### src/rtl/pwm_speed_gen.sv
`default_nettype none
// ============================================================================
// Module   : pwm_speed_gen
// Purpose  : Speed-level tracker (0..9) with a 10-slot motor PWM and
//            active-low 7-segment level display.
// Revision : 1.0
// ============================================================================
module pwm_speed_gen #(
  parameter int CLK_DIV     = 50,
  parameter int START_LEVEL = 5
) (
  input  logic       clk,
  input  logic       rst,
  input  logic       enable,
  input  logic       swt_inc,
  input  logic       swt_dec,
  output logic       pwm_out,
  output logic [3:0] level,
  output logic [6:0] seg,
  output logic       period_start
);

  localparam int              PW           = (CLK_DIV > 2) ? $clog2(CLK_DIV) : 1;
  localparam logic [PW-1:0]   c_PRESC_LAST = PW'(CLK_DIV - 1);
  localparam logic [3:0]      c_SLOT_LAST  = 4'd9;
  localparam logic [3:0]      c_LEVEL_MAX  = 4'd9;
  localparam logic [3:0]      c_START      = 4'(START_LEVEL);

  // Bit 0 carries the increase switch, bit 1 the decrease switch.
  logic [1:0]    r_sw_sync1;
  logic [1:0]    r_sw_sync2;
  logic [1:0]    r_sw_prev;
  logic          r_enable_q;
  logic [PW-1:0] r_presc;
  logic [3:0]    r_slot;
  logic [3:0]    r_shadow;
  logic [3:0]    r_level;
  logic          r_pwm;
  logic          r_period_start;

  logic [1:0]    w_sw_edge;
  logic          w_start;
  logic          w_tick;
  logic          w_period_end;
  logic [3:0]    w_level_nxt;

  assign w_sw_edge    = r_sw_sync2 & ~r_sw_prev;
  assign w_start      = enable & ~r_enable_q;
  assign w_tick       = (r_presc == c_PRESC_LAST);
  assign w_period_end = w_tick & (r_slot == c_SLOT_LAST);

  always_ff @(posedge clk or posedge rst) begin
    if (rst) begin
      r_sw_sync1 <= 2'b00;
      r_sw_sync2 <= 2'b00;
      r_sw_prev  <= 2'b00;
      r_enable_q <= 1'b0;
    end else begin
      r_sw_sync1 <= {swt_dec, swt_inc};
      r_sw_sync2 <= r_sw_sync1;
      r_sw_prev  <= r_sw_sync2;
      r_enable_q <= enable;
    end
  end

  always_comb begin
    w_level_nxt = r_level;
    if (!enable) begin
      w_level_nxt = 4'd0;
    end else if (w_start) begin
      w_level_nxt = c_START;
    end else begin
      case (w_sw_edge)
        2'b01:   if (r_level != c_LEVEL_MAX) w_level_nxt = r_level + 4'd1;
        2'b10:   if (r_level != 4'd0)        w_level_nxt = r_level - 4'd1;
        default: w_level_nxt = r_level;
      endcase
    end
  end

  always_ff @(posedge clk or posedge rst) begin
    if (rst) begin
      r_level <= 4'd0;
    end else begin
      r_level <= w_level_nxt;
    end
  end

  // Counters sit at zero while stopped and restart from zero on a start.
  always_ff @(posedge clk or posedge rst) begin
    if (rst) begin
      r_presc <= '0;
      r_slot  <= 4'd0;
    end else if (!enable || w_start) begin
      r_presc <= '0;
      r_slot  <= 4'd0;
    end else if (w_tick) begin
      r_presc <= '0;
      r_slot  <= (r_slot == c_SLOT_LAST) ? 4'd0 : r_slot + 4'd1;
    end else begin
      r_presc <= r_presc + PW'(1);
    end
  end

  // The shadow only moves at a period boundary so a period is never cut short.
  always_ff @(posedge clk or posedge rst) begin
    if (rst) begin
      r_shadow <= 4'd0;
    end else if (!enable) begin
      r_shadow <= 4'd0;
    end else if (w_start) begin
      r_shadow <= c_START;
    end else if (w_period_end) begin
      r_shadow <= r_level;
    end
  end

  // enable_q keeps the held-at-zero start cycle from producing an extra pulse.
  always_ff @(posedge clk or posedge rst) begin
    if (rst) begin
      r_pwm          <= 1'b0;
      r_period_start <= 1'b0;
    end else begin
      r_pwm          <= enable & (r_slot < r_shadow);
      r_period_start <= enable & r_enable_q & (r_presc == '0) & (r_slot == 4'd0);
    end
  end

  always_comb begin
    seg = 7'b0111111;
    case (r_level)
      4'd0:    seg = 7'b1000000;
      4'd1:    seg = 7'b1111001;
      4'd2:    seg = 7'b0100100;
      4'd3:    seg = 7'b0110000;
      4'd4:    seg = 7'b0011001;
      4'd5:    seg = 7'b0010010;
      4'd6:    seg = 7'b0000010;
      4'd7:    seg = 7'b1111000;
      4'd8:    seg = 7'b0000000;
      4'd9:    seg = 7'b0010000;
      default: seg = 7'b0111111;
    endcase
  end

  assign pwm_out      = r_pwm;
  assign level        = r_level;
  assign period_start = r_period_start;

endmodule
`default_nettype wire

### config.mk
export PLATFORM = sky130hd
export DESIGN_NAME = pwm_speed_gen
export DESIGN_NICKNAME = d
export VERILOG_FILES = /design/src/rtl/pwm_speed_gen.sv
export SDC_FILE = /design/constraint.sdc
export NUM_CORES = 1
export LEC_CHECK = 0
export CORE_ASPECT_RATIO = 1.1
export CORE_MARGIN = 8
export CORE_UTILIZATION = 30
export CTS_CLUSTER_SIZE = 8
export DETAILED_ROUTE_END_ITERATION = 7
export DONT_BUFFER_PORTS = 1
export GPL_ROUTABILITY_DRIVEN = 0
export GPL_TIMING_DRIVEN = 1
export HOLD_SLACK_MARGIN = 0.05
export PLACE_DENSITY = 0.5
export SLEW_MARGIN = 20
export SYNTH_ARGS = -nofsm -noshare
export SYNTH_HDL_FRONTEND = slang
export SYNTH_SLANG_ARGS = --single-unit
export TNS_END_PERCENT = 30
### constraint.sdc
create_clock -name clk -period 2.6 [get_ports clk]
set_input_delay 0.26 -clock clk [delete_from_list [all_inputs] [get_ports clk]]
set_output_delay 0.26 -clock clk [all_outputs]
set_load 0.02 [all_outputs]
* Word level (Yosys, flattened, before mapping) *
Memories as Yosys holds them, arrays and structs flattened.
Cells that the tools add are included.
Widths: inputs -> output; s select.

storage, ports and cells
  memories = 1
  logic and storage cells = 54
  output and inout port bits = 13
  bits in latches = 0
  memory bits (read-only) = 112
  input port bits = 5
  bits in writable memories = 0
  flip-flop bits (word level) = 27

operators by class
  bitwise logic cells = 9
  magnitude comparators = 1
  add/subtract/negate cells = 4
  multiply operators = 0
  equality and inequality tests = 9
  reductions and logical operators = 7
  multiplexer cells = 13
  shifts and indexed selects = 0
  div/mod/pow operators = 0

memories
  name             words  bits a word  read ports  clocked after Yosys merged registers in  write ports  RTL line  RTL
  (no name shown)  16     7            1           0                                        0            131       case (r_level)

operators with widths
  cell                 number
  $mux 4               10
  $mux 6               2
  $ne 4x4->1 const B   3
  $add 4x1->4 const B  2
  $pmux 4 s2           1
  $add 6x1->6 const B  1
  $and 1x1->1          6
  $eq 6x6->1 const B   1
  $logic_not 6->1      1
  $eq 4x4->1 const B   1
  $logic_not 4->1      1
  $lt 4x4->1           1
  $ne 4x1->1 const B   1
  $reduce_bool 4->1    1
  $sub 4x1->4 const B  1
  $ne 3x1->1 const B   1
  $reduce_and 3->1     1
  $and 2x2->2          1
  $eq 2x1->1 const B   1
  $eq 2x2->1 const B   1
  $not 2->2            1
  $reduce_bool 2->1    1
  $logic_not 1->1      1
  $logic_or 1x1->1     1
  $not 1->1            1

* Logic depth before layout (Yosys ltp) *
  depth in word-level cells = 6
  gate-level depth with buffers = 10
  mapped depth without buffers = 9

* Least setup slack after synthesis *
No wires, ideal clock.

  path kind = register -> output
  start point = register r_level[0], in the netlist level[0]
  end point = output seg[4]
  setup slack = 0.702 ns
  required time = 2.340 ns
  stages on the path, launching flop included = 5
  buffers on the path = 0
  arrival = 1.638 ns
  cell sequence = dfrtp_1 > inv_1 > ha_1 > mux2_2 > o21ai_0

between the ends
  cells in the longest elaborated chain, start to end = 1

ends and longest elaborated chain
  what                      RTL line  RTL
  start: declaration        37        logic [3:0] r_level;
  start signal: assignment  85        r_level <= w_level_nxt;
  $mem_v2 16x7              -
  end: declaration          19        output logic [6:0] seg,

Every way passes these cells.

* Worst setup path after layout *
  start point = register r_level[0], in the netlist level[0]
  end point = output seg[3]

Same word-level chain as after synthesis.

==> flow_metrics.py <==
metrics = {
    "run_status": {
        "status": "finished, final reports clean",
    },
    "clock_tree": {
        "root_buffer": "clkbuf_8",
        "path_clk_slew_ns": 0.09,
        "cts_buffers": 3,
        "ctsHtreeMaxLevel": 1,
        "clk_latency_ns": 0.27,
        "clockBufferDepth": 2,
        "cts_tree": "built",
        "post_cts_resize_count": 0,
        "cts.sinks": 27,
    },
    "floorplan": {
        "start_util": 0.3052,
        "fp.dieH_um": 92.69,
        "row_count": 28,
        "design.die.area_sq_um": 7945,
        "die_w_um": 85.72,
        "boundaryPins": 18,
        "core-area_sq_um": 5255,
    },
    "synthesis": {
        "synth_top_area_cell": "dfrtp_1",
        "synth_edf_count": 0,
        "synth.distinct_cells": 39,
        "netlist_area_sq_um": 1604,
        "yosys_warnings": 0,
        "yosys_most_used_dff": "dfrtp_1",
        "synthesis.nets": 184,
        "avgSynthCellArea_sq_um": 9.901,
        "async_reset_ff_frac": 1.000,
        "synth.most_common_cell": "dfrtp_1",
        "ys_ff_latch": 27,
        "synth_common_cells": "27 x dfrtp_1, 17 x ha_1, 16 x nor2_1",
        "yosysSeqAreaShare": 0.4212,
        "synth_top_area_share": 0.4212,
        "postSynthCellCount": 162,
        "synthTopCellsByArea": "dfrtp_1 42%, ha_1 13%, a21oi_1 4.7%",
    },
    "sta": {
        "drv_slew": 0,
        "fin_crit_ns": 2.225,
        "setup_violations": 0,
        "fin_crit_sh": 0.8556,
        "setup_tns_ns": 0,
        "slew_headroom": 0.5429,
        "skew_ns": 0.004689,
        "rsz0062_at_grt": "no",
        "setup_ws_ns": 0.3753,
        "clock.fmax_ghz": 0.4495,
        "worst_pin_slew_ns": 0.6857,
        "hold_violations": 0,
    },
    "route": {
        "vias": 1120,
        "ant_nets": 0,
        "drcViolationCount": 0,
        "wire_per_inst_um": 14.13,
        "drtIter0Drc": 27,
        "drt-vias-per-instance": 4.934,
        "firstDrtPassIters": 4,
        "totalWireLength_um": 3208,
    },
    "setup_path": {
        "required_ns": 2.34,
        "cp_cell_sequence": "inv_1, ha_1, nand2_1, a21oi_1, a21oi_1",
        "r2r-start": "r_sw_sync2[0]",
        "cp.buffers_inverters": 1,
        "worst_path_max_delay_cell": "dfrtp_1",
        "cp.arrival_ns": 1.96,
        "slowest_delay_ns": 0.63,
        "r2r_end": "level[2]",
        "critPathLaunchType": "register",
        "critPathCaptureType": "primary output",
        "path_delay_family": "flip-flops",
        "path_max_fanout": 8,
        "crit_type": "reg2out",
        "crit_path_frequent_cell": "a21oi_1",
        "ff2ff_path_depth": 9,
        "reg2reg_slack_ns": 0.59,
    },
    "placement": {
        "numPortBuffers": 0,
        "post-place-ws_ns": 0.5847,
        "dp_hpwl_um": 2367,
    },
    "power": {
        "p_leak_nw": 0.8218,
        "ir_drop_mv": 0.3407,
        "totalPowerFinal_mw": 0.8279,
        "p_per_area_nw_per_um2": 473.3,
    },
    "cells_and_area": {
        "nNetsFinal": 190,
        "final_layout_size_suffix_gt1_frac": 0.07784,
        "syn_to_final_growth_pct": 9.049,
        "n_antenna_cell": 0,
        "fillCellCount": 540,
    },
    "global_routing": {
        "use_met3": 0.02391,
        "overflow": 0,
        "grt_pass1_wl_um": 5637,
        "grt_pass1_vias": 1177,
        "use_met2": 0.1385,
        "antenna_found_initial": 0,
        "grt_usage": 0.08631,
        "grt_max_degree": 28,
        "grtUsageMet1": 0.1081,
        "grt.busiest_layer": "met2",
    },
    "hold_path": {
        "hp-start": "enable",
        "hp-class": "in2reg",
        "hold_path_end": "period_start",
        "min_delay_path_depth": 2,
    },
    "flow_run": {
        "cap_viol_max_count": 0,
    },
}
==> sequential cells by signal, summed over array words and instances (netlist names) <==
register and flops:
r_presc 6, level 4, r_shadow 4, r_slot 4
r_sw_prev 2, r_sw_sync1 2, r_sw_sync2 2, period_start 1
pwm_out 1, r_enable_q 1
==> repair_timing <==
| action | CTS | global route |
|---|---|---|
| hold buffers | 3 | 1 |
| hold endpoints to repair | 3 | 27 |
| buffers inserted | 0 | 0 |
==> layout by cell type (no fill, tap or decap), types with 3 or more instances in the layout <==
cell type      netlist  routed
mux2i_1              6       6
o21ai_0              3       3
xor2_1               4       4
clkbuf_8             1       3
ha_1                17      17
dlygate4sd3_1        0       4
nor2_1              16      16
xnor2_1              4       4
nand2b_1             3       3
nand3_1              8       8
nand2_1              9       9
a21oi_1             15      15
dfrtp_1             27      27
inv_1               14      13
==> worst register-to-register path: cells and delay by family, from the launching register on <==
family | cells | cell delay, ns
AO/OA/AOI/OAI | 3 | 0.53
flip-flops | 1 | 0.35
buffers and inverters | 1 | 0.09
AND/OR/NAND/NOR | 1 | 0.20
XOR/XNOR | 2 | 0.28
adder cells (fa/ha/maj) | 2 | 0.49
==> logic make-up (layout without fill, tap and decap cells) <==
logic type | Yosys count | after routing | synth area share
adder cells (fa/ha/maj) | 17 | 17 | 0.1326
flip-flops | 27 | 27 | 0.4212
buffers and inverters | 19 | 24 | 0.05148
multiplexers | 7 | 7 | 0.04446
XOR/XNOR | 8 | 8 | 0.04368
AND/OR/NAND/NOR | 57 | 57 | 0.2036
AO/OA/AOI/OAI | 27 | 27 | 0.1030
==> final cells by class <==
class                           count  area [sq um]  share of cell area
Tap cell                           60         75.07             0.04292
Sequential cell                    27         675.6              0.3863
Inverter                           14         52.55             0.03004
Multi-Input combinational cell    116         845.8              0.4835
Timing Repair Buffer                6         55.05             0.03147
Clock buffer                        4         45.04             0.02575
==> power by group <==
group	switching [mW]	internal, mW
Sequential	0.0280	0.434
Clock	0.121	0.109
Combinational	0.0831	0.0520
Total	0.232	0.596
==> how the worst max path moves through the flow <==
stage	start	end	slack, ns	cells after the start
final	level[0]	seg[3]	0.38	5
after global routing	level[0]	seg[5]	0.24	5
after CTS	level[0]	seg[3]	0.35	5
after detailed placement	r_sw_sync2[0]	level[2]	0.58	9
after global placement	r_sw_sync2[0]	level[2]	0.63	9
after floorplan	level[0]	seg[4]	0.70	4
==> through the flow <==
stage / utilization / instance area, sq um / hold slack, ns / std cells
after CTS: 0.3310 / 1739 / 0.1366 / 226
after floorplan: - / 1604 / 0.2914 / 162
final: 0.3329 / 1749 / 0.1415 / 227
after global placement: 0.3167 / 1664 / 0.2915 / 219
after detailed placement: 0.3167 / 1664 / 0.2915 / 219
after global routing: 0.3329 / 1749 / 0.1319 / 227
==> routing by layer <==
| layer | wire [um] | up-vias |
|---|---|---|
| met2 | 1458 | 18 |
| met1 | 1537 | 536 |
| met3 | 178 | 4 |
| li1 | - | 562 |
| met4 | 34 | 0 |
| met5 | 0 | - |
No activity file was read; power rests on OpenSTA's default activity.
==> RTL change (config.mk and constraints unchanged) <==
Make the reset (`rst`) synchronous in 5 clocked blocks.
--- a/src/rtl/pwm_speed_gen.sv
+++ b/src/rtl/pwm_speed_gen.sv
@@ -51,3 +51,3 @@
 
-  always_ff @(posedge clk or posedge rst) begin
+  always_ff @(posedge clk) begin
     if (rst) begin
@@ -80,3 +80,3 @@
 
-  always_ff @(posedge clk or posedge rst) begin
+  always_ff @(posedge clk) begin
     if (rst) begin
@@ -89,3 +89,3 @@
   // Counters sit at zero while stopped and restart from zero on a start.
-  always_ff @(posedge clk or posedge rst) begin
+  always_ff @(posedge clk) begin
     if (rst) begin
@@ -105,3 +105,3 @@
   // The shadow only moves at a period boundary so a period is never cut short.
-  always_ff @(posedge clk or posedge rst) begin
+  always_ff @(posedge clk) begin
     if (rst) begin
@@ -118,3 +118,3 @@
   // enable_q keeps the held-at-zero start cycle from producing an extra pulse.
-  always_ff @(posedge clk or posedge rst) begin
+  always_ff @(posedge clk) begin
     if (rst) begin
Check against the original RTL: differs if rst is asserted again (counterexample within 4 cycles, from zero or initial values and one cycle with rst high); with rst held inactive, the same outputs for 10 cycles.
==> RTL change against the unedited design <==
- die area fell by 9.8%
- global-route usage fell by 0.54 points
- count of clock-buffer cells in the layout did not move
- sequential cell count did not move
- setup slack improved by 0.063 ns
- area after synthesis fell by 12%
- critical path depth fell by 3
- utilization rose by 0.24 points
- wire length fell by 17%
- largest cell class unchanged
- critical path type unchanged
- design area fell by 12%
Power is not compared: it rests on default switching activity, and its combinational part moved more than twofold at a synthesized area within 25%.
==> RTL change: results (changes against the unedited design) <==
Status
  – Status: finished, final reports clean (unchanged)

Logic synthesis
  – Yosys cell types: 37 (was 39)
  – Synth area leaders: dfxtp_1 38%, ha_1 11%, nor2_1 4.8% (was dfrtp_1 42%, ha_1 13%, a21oi_1 4.7%)
  – Net Count, Synth: 177 (was 184)
  – Commonest cells post-synth: 27 x dfxtp_1, 18 x nor2_1, 13 x inv_1, 12 x ha_1, 10 x o21ai_0 (was 27 x dfrtp_1, 17 x ha_1, 16 x nor2_1, 15 x a21oi_1, 14 x inv_1)
  – Fraction of registers with async set/reset: 0% (was 100%)
  – Seq/Total Area, Yosys: 38.3% (was 42.1%)

Place
  – DP Area: 1480 um^2 (was 1660 um^2)
  – Place WS: 0.666 ns (was 0.585 ns)
  – Dpl hpwl: 2030 um (was 2370 um)

Critical path
  – Critical path peak fanout: 15 (was 8)
  – Slowest-stage cell, CP: dfxtp_1 (was dfrtp_1)
  – Worst Path Arrival: 1.90 ns (was 1.96 ns)
  – Crit path largest cell delay: 0.73 ns (was 0.63 ns)

STA
  – Final clock skew: 0.00536 ns (was 0.00469 ns)
  – Slew headroom: 51.6% (was 54.3%)

Cells and area
  – Filler cells: 475 (was 540)
  – Max reg flops: 6 (unchanged)
  – Share of layout cells above drive strength 1: 9.15% (was 7.78%)
  – Ant. Diodes: 0 (unchanged)

Drt
  – DR vias/cell: 4.79 (was 4.93)
  – Initial DRC Count: 73 (was 27)
  – Drt wl/cell: 12.2 um (was 14.1 um)

Global routing
  – First-pass GRT wire length: 4570 um (was 5640 um)
  – Number of global-route vias before repair: 1055 (was 1177)
  – GRT Util Overall: 8.09% (was 8.63%)
  – Pin count of the biggest net entering global routing: 19 (was 28)

CTS
  – Cts repair resizes: 0 (unchanged)
  – H-tree depth: 1 (unchanged)
  – Clk slew on worst S/H paths: 0.08 ns
[RTL change: changes by cell type in the layout (fill, tap and decap cells not counted), moves of 3 or more]
cell	change
dfrtp_1	-27
dfxtp_1	+27
nor2b_1	+7
o21ai_0	+7
a21oi_1	-6
ha_1	-5
nand3_1	-5
dlygate4sd3_1	-3
xnor2_1	+3
[RTL change: layout make-up]
cell class	count	area, um^2	area share (%)
clock buffers	4	45.0	2.93
inverters	13	48.8	3.17
multi-input cells	115	793	51.6
flip-flops and latches	27	541	35.2
well taps	56	70.1	4.56
repair buffers	5	40.0	2.60
[RTL change: worst paths after layout]
kind	start	to	slack (ns)	depth (start not counted)
max	level[3]	seg[1]	0.44	2
min	swt_dec	r_sw_sync1[1]	0.12	1
max reg2reg	level[1]	level[3]	0.62	8
min reg2reg	r_sw_sync1[1]	r_sw_sync2[1]	0.44	1
[RTL change: repair_timing]
item	CTS	global route
setup buffers	0	0
hold endpoints to repair	6	0
hold buffers	1	0
[RTL change: per-layer routing]
layer | GRT usage (%) | up-vias | wire, um | share of wire (%)
met3 | 2.16 | 5 | 141 | 5.3
met5 | 0 | - | 0 | 0
met4 | 5.20 | 0 | 57 | 2.1
li1 | - | 547 | - | -
met2 | 13.5 | 19 | 1270 | 47
met1 | 8.73 | 482 | 1210 | 45
[RTL change: critical path: cells and delay by family, from the launching register on]
family                 cells  cell delay [ns]
buffers and inverters      1             0.28
AOI/OAI and AO/OA          1             0.62
DFF                        1             0.73
[RTL change: through the flow]
stage	total power, mW	instances
final	0.733	220
after global routing	0.760	220
after CTS	0.744	220
after detailed placement	0.505	215
after global placement	0.504	215
after floorplan	0.490	160
[RTL change: cells by family after synthesis]
| logic type | after synthesis | synth area share [%] |
|---|---|---|
| AND/OR/NAND/NOR | 57 | 22.7 |
| AO/OA/AOI/OAI | 30 | 12.2 |
| flip-flops | 27 | 38.3 |
| buffers and inverters | 18 | 5.58 |
| adder cells (fa/ha/maj) | 12 | 10.6 |
| XOR/XNOR | 9 | 5.58 |
| multiplexers | 7 | 5.05 |
[RTL change: report_power, final]
| part | switching [mW] | total [mW] | internal (mW) | leakage (nW) |
|---|---|---|---|---|
| logic | 0.0367 | 0.0625 | 0.0258 | 0.371 |
| clock network | 0.126 | 0.236 | 0.110 | 0.0228 |
| registers | 0.0118 | 0.434 | 0.422 | 0.220 |
| total | 0.175 | 0.733 | 0.558 | 0.613 |
